[src/rtl/dvi_timing_pkg.sv]
// DVI timing constants: default 640x480@60 geometry,
// derived totals, active-window bounds and datapath widths.
package dvi_timing_pkg;

  localparam int DEF_H_ACTIVE = 640;
  localparam int DEF_H_FP     = 16;
  localparam int DEF_H_SYNC   = 96;
  localparam int DEF_H_BP     = 48;
  localparam int DEF_V_ACTIVE = 480;
  localparam int DEF_V_FP     = 10;
  localparam int DEF_V_SYNC   = 2;
  localparam int DEF_V_BP     = 33;
  localparam int DEF_SER      = 5;

  localparam int H_TOTAL =
    DEF_H_ACTIVE + DEF_H_FP + DEF_H_SYNC + DEF_H_BP;
  localparam int V_TOTAL =
    DEF_V_ACTIVE + DEF_V_FP + DEF_V_SYNC + DEF_V_BP;

  localparam int H_ACT_START = DEF_H_SYNC + DEF_H_BP;
  localparam int H_ACT_END   = H_ACT_START + DEF_H_ACTIVE;
  localparam int V_ACT_START = DEF_V_SYNC + DEF_V_BP;
  localparam int V_ACT_END   = V_ACT_START + DEF_V_ACTIVE;

  localparam int PIX_W   = 24;
  localparam int COORD_W = 11;

endpackage

[src/rtl/video_axis_counter.sv]
// Wrapping axis counter (h or v). Ports: clk, rst_n, inc;
// out: sync, active, pos (registered), wrap, nxt_act.
module video_axis_counter
  import dvi_timing_pkg::*;
#(
  parameter int TOTAL     = H_TOTAL,
  parameter int SYNC      = DEF_H_SYNC,
  parameter int ACT_START = H_ACT_START,
  parameter int ACT_LEN   = DEF_H_ACTIVE
) (
  input  logic               clk,
  input  logic               rst_n,
  input  logic               inc,
  output logic               sync,
  output logic               active,
  output logic               wrap,
  output logic               nxt_act,
  output logic [COORD_W-1:0] pos
);

  localparam logic [COORD_W-1:0] LAST =
    COORD_W'(TOTAL - 1);
  localparam logic [COORD_W-1:0] A_LO =
    COORD_W'(ACT_START);
  localparam logic [COORD_W-1:0] A_HI =
    COORD_W'(ACT_START + ACT_LEN);

  logic [COORD_W-1:0] cnt;
  logic [COORD_W-1:0] nxt;

  assign wrap    = (cnt == LAST);
  assign nxt     = wrap ? '0 : cnt + 1'b1;
  assign nxt_act = (nxt >= A_LO) && (nxt < A_HI);

  always_ff @(posedge clk or negedge rst_n) begin
    if (!rst_n) begin
      cnt    <= LAST;
      sync   <= 1'b0;
      active <= 1'b0;
      pos    <= '0;
    end else if (inc) begin
      cnt    <= nxt;
      sync   <= nxt < COORD_W'(SYNC);
      active <= nxt_act;
      pos    <= nxt_act ? nxt - A_LO : '0;
    end
  end

endmodule

[src/rtl/dvi_timing_ctrl.sv]
// TMDS sequencer in the x5 domain: pixel strobe, sync/DE
// timing, pixel prefetch via pix_req/pix_valid, underflow.
module dvi_timing_ctrl
  import dvi_timing_pkg::*;
#(
  parameter int H_ACTIVE  = DEF_H_ACTIVE,
  parameter int H_FP      = DEF_H_FP,
  parameter int H_SYNC    = DEF_H_SYNC,
  parameter int H_BP      = DEF_H_BP,
  parameter int V_ACTIVE  = DEF_V_ACTIVE,
  parameter int V_FP      = DEF_V_FP,
  parameter int V_SYNC    = DEF_V_SYNC,
  parameter int V_BP      = DEF_V_BP,
  parameter int SER_RATIO = DEF_SER
) (
  input  logic               clk_x5,
  input  logic               resetn,
  input  logic               enable,
  input  logic               clr_err,
  input  logic               pix_valid,
  input  logic [PIX_W-1:0]   pix_in,
  output logic               pix_stb,
  output logic               hsync,
  output logic               vsync,
  output logic               de,
  output logic [COORD_W-1:0] x,
  output logic [COORD_W-1:0] y,
  output logic [PIX_W-1:0]   pix_out,
  output logic               pix_req,
  output logic               frame_start,
  output logic               active_en,
  output logic               underflow
);

  localparam int HT = H_ACTIVE + H_FP + H_SYNC + H_BP;
  localparam int VT = V_ACTIVE + V_FP + V_SYNC + V_BP;
  localparam int PH_W = $clog2(SER_RATIO);
  localparam logic [PH_W-1:0] PH_LAST =
    PH_W'(SER_RATIO - 1);

  logic [PH_W-1:0] phase;
  logic            stb;
  logic            h_sync, h_act, h_wrap, h_nact;
  logic            v_sync, v_act, v_wrap, v_nact;
  logic [COORD_W-1:0] h_pos, v_pos;
  logic            pend, win, full, uf_set, next_act;
  logic [PIX_W-1:0] hold;

  assign stb     = (phase == PH_LAST);
  assign pix_stb = stb;

  always_ff @(posedge clk_x5 or negedge resetn) begin
    if (!resetn) phase <= '0;
    else         phase <= stb ? '0 : phase + 1'b1;
  end

  video_axis_counter #(
    .TOTAL(HT), .SYNC(H_SYNC),
    .ACT_START(H_SYNC + H_BP), .ACT_LEN(H_ACTIVE)
  ) u_h (
    .clk(clk_x5), .rst_n(resetn), .inc(stb),
    .sync(h_sync), .active(h_act), .wrap(h_wrap),
    .nxt_act(h_nact), .pos(h_pos)
  );

  video_axis_counter #(
    .TOTAL(VT), .SYNC(V_SYNC),
    .ACT_START(V_SYNC + V_BP), .ACT_LEN(V_ACTIVE)
  ) u_v (
    .clk(clk_x5), .rst_n(resetn), .inc(stb & h_wrap),
    .sync(v_sync), .active(v_act), .wrap(v_wrap),
    .nxt_act(v_nact), .pos(v_pos)
  );

  assign hsync = h_sync;
  assign vsync = v_sync;
  assign de    = active_en & h_act & v_act;
  assign x     = de ? h_pos : '0;
  assign y     = de ? v_pos : '0;

  // the line advances only when h wraps
  assign next_act = h_nact & (h_wrap ? v_nact : v_act);
  assign pix_req  = (phase == '0) & active_en & next_act;
  assign win      = pix_req | pend;
  assign uf_set   = stb & pend & ~full & ~pix_valid;

  always_ff @(posedge clk_x5 or negedge resetn) begin
    if (!resetn) begin
      frame_start <= 1'b0;
      active_en   <= 1'b0;
    end else if (stb) begin
      frame_start <= h_wrap & v_wrap;
      if (h_wrap & v_wrap) active_en <= enable;
    end
  end

  always_ff @(posedge clk_x5 or negedge resetn) begin
    if (!resetn) begin
      pend    <= 1'b0;
      full    <= 1'b0;
      hold    <= '0;
      pix_out <= '0;
    end else if (stb) begin
      pend <= 1'b0;
      full <= 1'b0;
      if (!pend)     pix_out <= '0;
      else if (full) pix_out <= hold;
      else if (pix_valid) pix_out <= pix_in;
      else           pix_out <= '0;
    end else begin
      if (pix_req) pend <= 1'b1;
      if (win && pix_valid && !full) begin
        hold <= pix_in;
        full <= 1'b1;
      end
    end
  end

  always_ff @(posedge clk_x5 or negedge resetn) begin
    if (!resetn) underflow <= 1'b0;
    else underflow <= uf_set | (underflow & ~clr_err);
  end

endmodule

[config.mk]
export PLATFORM = sky130hd
export DESIGN_NAME = dvi_timing_ctrl
export DESIGN_NICKNAME = d
export VERILOG_FILES = /design/src/rtl/dvi_timing_pkg.sv /design/src/rtl/video_axis_counter.sv /design/src/rtl/dvi_timing_ctrl.sv
export SDC_FILE = /design/constraint.sdc
export NUM_CORES = 1
export LEC_CHECK = 0
export ABC_CLOCK_PERIOD_IN_PS = 4880
export BUFFER_PORTS_ARGS = -buffer_cell sky130_fd_sc_hd__buf_2
export CAP_MARGIN = 20
export CORE_UTILIZATION = 57
export DETAILED_ROUTE_END_ITERATION = 12
export PLACE_DENSITY_LB_ADDON = 0.3
export SETUP_SLACK_MARGIN = 0.2
export SKIP_CTS_REPAIR_TIMING = 1
export SYNTH_ARGS = -nofsm -noshare
export SYNTH_HDL_FRONTEND = slang
export SYNTH_SLANG_ARGS = --single-unit
[constraint.sdc]
create_clock -name clk_x5 -period 4.88 [get_ports clk_x5]
set_input_delay 1.464 -clock clk_x5 [delete_from_list [all_inputs] [get_ports clk_x5]]
set_output_delay 1.464 -clock clk_x5 [all_outputs]
set_load 0.02 [all_outputs]
==> out/results.ini <==
[final_layout]
diodes=0
area_growth_pct=15.8
final_nets=648
mostFrequentLayoutCell=dfrtp_1
final_cell_mix=dfrtp_1, buf_2, nand2_1
design_area_um2=6160
fin_util_pct=69.3
fillers=670
drive_gt1_share_pct=25.4

[worst_setup_path]
crit_chain=ha_4 > and4_4 > nand3_4 > nand2_4 > ha_1 > nand2_1 > a21oi_2 > a311oi_1 > a211o_1 > or4_4 > inv_2 > buf_6
cp_data_arrival_time_ns=3.23
path_buf_inv=2
worstPathRequired_ns=3.42
cp_top_family=simple AND/OR/NAND/NOR gates
regToRegSetupSlack_ns=1.10
cp_slowest_stage_delay_ns=0.65
cp-end-kind=output port
r2r-end=hold[17]$_DFFE_PN0P_
cp_max_fo=7
rr_worst_depth=14
cp_slowest_cell=dfstp_2
criticalPathCategory=reg2out
r2r_start=u_h.cnt[0]$_DFFE_PN1P_
critPathLaunchType=flop

[place]
numPortBuffers=82
gp_congestion=0.906
preCtsSetupSlack_ns=0.330
postPlaceCellArea_um2=5760
dpl.hpwl_mm=7.93

[die]
io_pins=83
initial_utilization_pct=59.8
dieArea_um2=9720
die_y_um=98.6
std_cell_rows=34
core_um2=8890
die_w_um=98.6

[drt]
wl_per_cell_um=17.0
post-route-drc-count=0
viasPerCell=5.93
initialDrtViolationCount=210
final_antenna_net_count=0
routed-via-count=4290
first_pass_iters=4
drt-total-wl_mm=12.3

[hold_path]
hold-path-endpoint=u_v.pos[0]$_DFFE_PN0P_
min_path_cells=2
min_path_type=reg2reg
hold_start=u_v.pos[0]$_DFFE_PN0P_

[synth]
ys_seq_elements=104
synth_fp_nets=572
synthArstFlopShare_pct=100
yosys_warnings=0
ys_seq_area_share_pct=49.2
synth.distinct_cells=59
synth_edf_count=0
postSynthCellCount=534
synth_area_um2=5320
syn_avg_cell_area_um2=9.96
synth_top_flop_cell=dfrtp_1

[cts]
cts_tree=done
root_buffer=clkbuf_8
ctsHtreeMaxLevel=3
numCtsBuffers=9
cts_sinks=104
clk_pin_slew_ns=0.11
worstSkewPairLatency_ns=0.37
clockBufferDepth=2

[power_and_ir_drop]
swShare_pct=24.6
p_clk_share_pct=36.7
power_density_nw_per_um2=238
netSwitchingPower_w=0.000360
p_total_w=0.00146
p_leak_nw=2.97
seqPwrFrac_pct=59.9
p_comb_share_pct=3.4
p_int_w=0.00110
vdd_ir_drop_max_mv=0.135

[timing]
fmax_mhz=213
hold_viol=0
grt_setup_unrepaired=no
layout_min_cycle_time_ns=4.69
finalCritPeriodShare_pct=96.2
slew_headroom_pct=32.9
setup_ws_ns=0.186
skew_ns=0.0130
drv_slew=0
fin_setup_tns_ns=0
final-setup-viol-count=0
worstMarginPinSlew_ns=1.01

[global_route]
grt_pass1_wl_mm=19.6
overflow=0
grt_pass1_vias=4106
grt_usage_pct=25.5
antenna_found_initial=0
grt_max_degree=64

[status]
status=complete, no violations

[flow_run]
drv_cap=0

synth_stat cells (7+ instances only):
master / number / area share (%)
dfrtp_1: 94 / 44
nand2_1: 80 / 5.6
o21ai_0: 45 / 4.2
clkbuf_1: 26 / 1.8
a22oi_1: 25 / 3.5
and2_1: 24 / 2.8
nor2_1: 24 / 1.7
xnor2_1: 24 / 4.0
mux2_1: 20 / 4.2
xor2_1: 16 / 2.6
inv_1: 13 / 0.92
nand3_1: 12 / 1.1
dfstp_2: 10 / 4.9
a22o_1: 9 / 1.5
ha_1: 9 / 2.1
o31ai_1: 9 / 1.3
a21oi_1: 7 / 0.66
nand4_1: 7 / 0.82
power by group through the flow:
stage | clock network [W] | logic, W | registers, W
6_report | 0.000537 | 0.0000494 | 0.000877
5_1_grt | 0.000580 | 0.0000576 | 0.000878
4_1_cts | 0.000546 | 0.0000510 | 0.000877
3_3_place_gp | 0 | 0.0000488 | 0.000892
2_1_floorplan | 0 | 0.0000159 | 0.000892
3_5_place_dp | 0 | 0.0000507 | 0.000893
cell type report:
cell class / instances / area (um^2) / share of cell area [%]
Sequential cell: 104 / 2620 / 42.5
Multi-Input combinational cell: 380 / 2590 / 42.1
Timing Repair Buffer: 101 / 562 / 9.12
Clock buffer: 10 / 138 / 2.24
Tap cell: 108 / 135 / 2.19
Clock inverter: 6 / 61.3 / 0.996
Inverter: 14 / 52.6 / 0.853
state kept, by name (all words and copies together), names as in the netlist:
signal       flops
u_v.pos         11
u_v.cnt         11
frame_start      1
hold            24
phase            3
underflow        1
u_v.sync         1
u_h.cnt         11
pix_out         24
full             1
active_en        1
u_h.sync         1
u_h.active       1
u_h.pos         11
pend             1
u_v.active       1
cells by family after synthesis:
| group | Yosys count | synth area share (%) |
|---|---|---|
| and+or+nand+nor | 180 | 16.5 |
| AOI/OAI and AO/OA | 122 | 15.5 |
| DFF | 104 | 49.2 |
| buffers and inverters | 50 | 3.95 |
| xor gates and xnor gates | 41 | 6.89 |
| muxes | 28 | 5.88 |
| adders and majority gates | 9 | 2.12 |
metrics by stage:
stage | hold WS, ns | cells
6_report | 0.477 | 723
5_1_grt | 0.498 | 723
4_1_cts | 0.477 | 710
3_5_place_dp | 0.456 | 694
3_3_place_gp | 0.449 | 694
2_1_floorplan | 0.430 | 534
worst reg2reg max path, stage by stage (launching register included):
cell and delay, ns:
dfstp_2 0.65, ha_4 0.20, and4_4 0.28, nand3_4 0.11, nand2_4 0.10, ha_1 0.14, nand2_1 0.06, a21oi_2 0.14
a311oi_1 0.11, a211o_1 0.36, or4_4 0.52, buf_4 0.16, a21boi_4 0.10, buf_4 0.33, mux2_1 0.39
worst max path at each step:
stage,cells past startpoint,to,from,slack (ns)
after global placement,12,pix_req,u_h.cnt[0]$_DFFE_PN1P_,0.42
after CTS,12,pix_req,u_h.cnt[0]$_DFFE_PN1P_,-0.10
after detailed placement,12,pix_req,u_h.cnt[0]$_DFFE_PN1P_,0.33
after global routing,9,pix_req,u_h.cnt[0]$_DFFE_PN1P_,0.08
final,12,pix_req,u_h.cnt[0]$_DFFE_PN1P_,0.19
after floorplan,12,pix_req,u_h.cnt[0]$_DFFE_PN1P_,0.75
per-layer routing:
metal | share of wire [%] | global-route usage [%] | wire (um)
met1 | 43 | 33.4 | 5280
met3 | 4.5 | 4.47 | 555
met2 | 50 | 42.8 | 6170
met4 | 2.3 | 9.07 | 278
met5 | 0 | 0 | 0
Power figures use the tool's default switching activity.
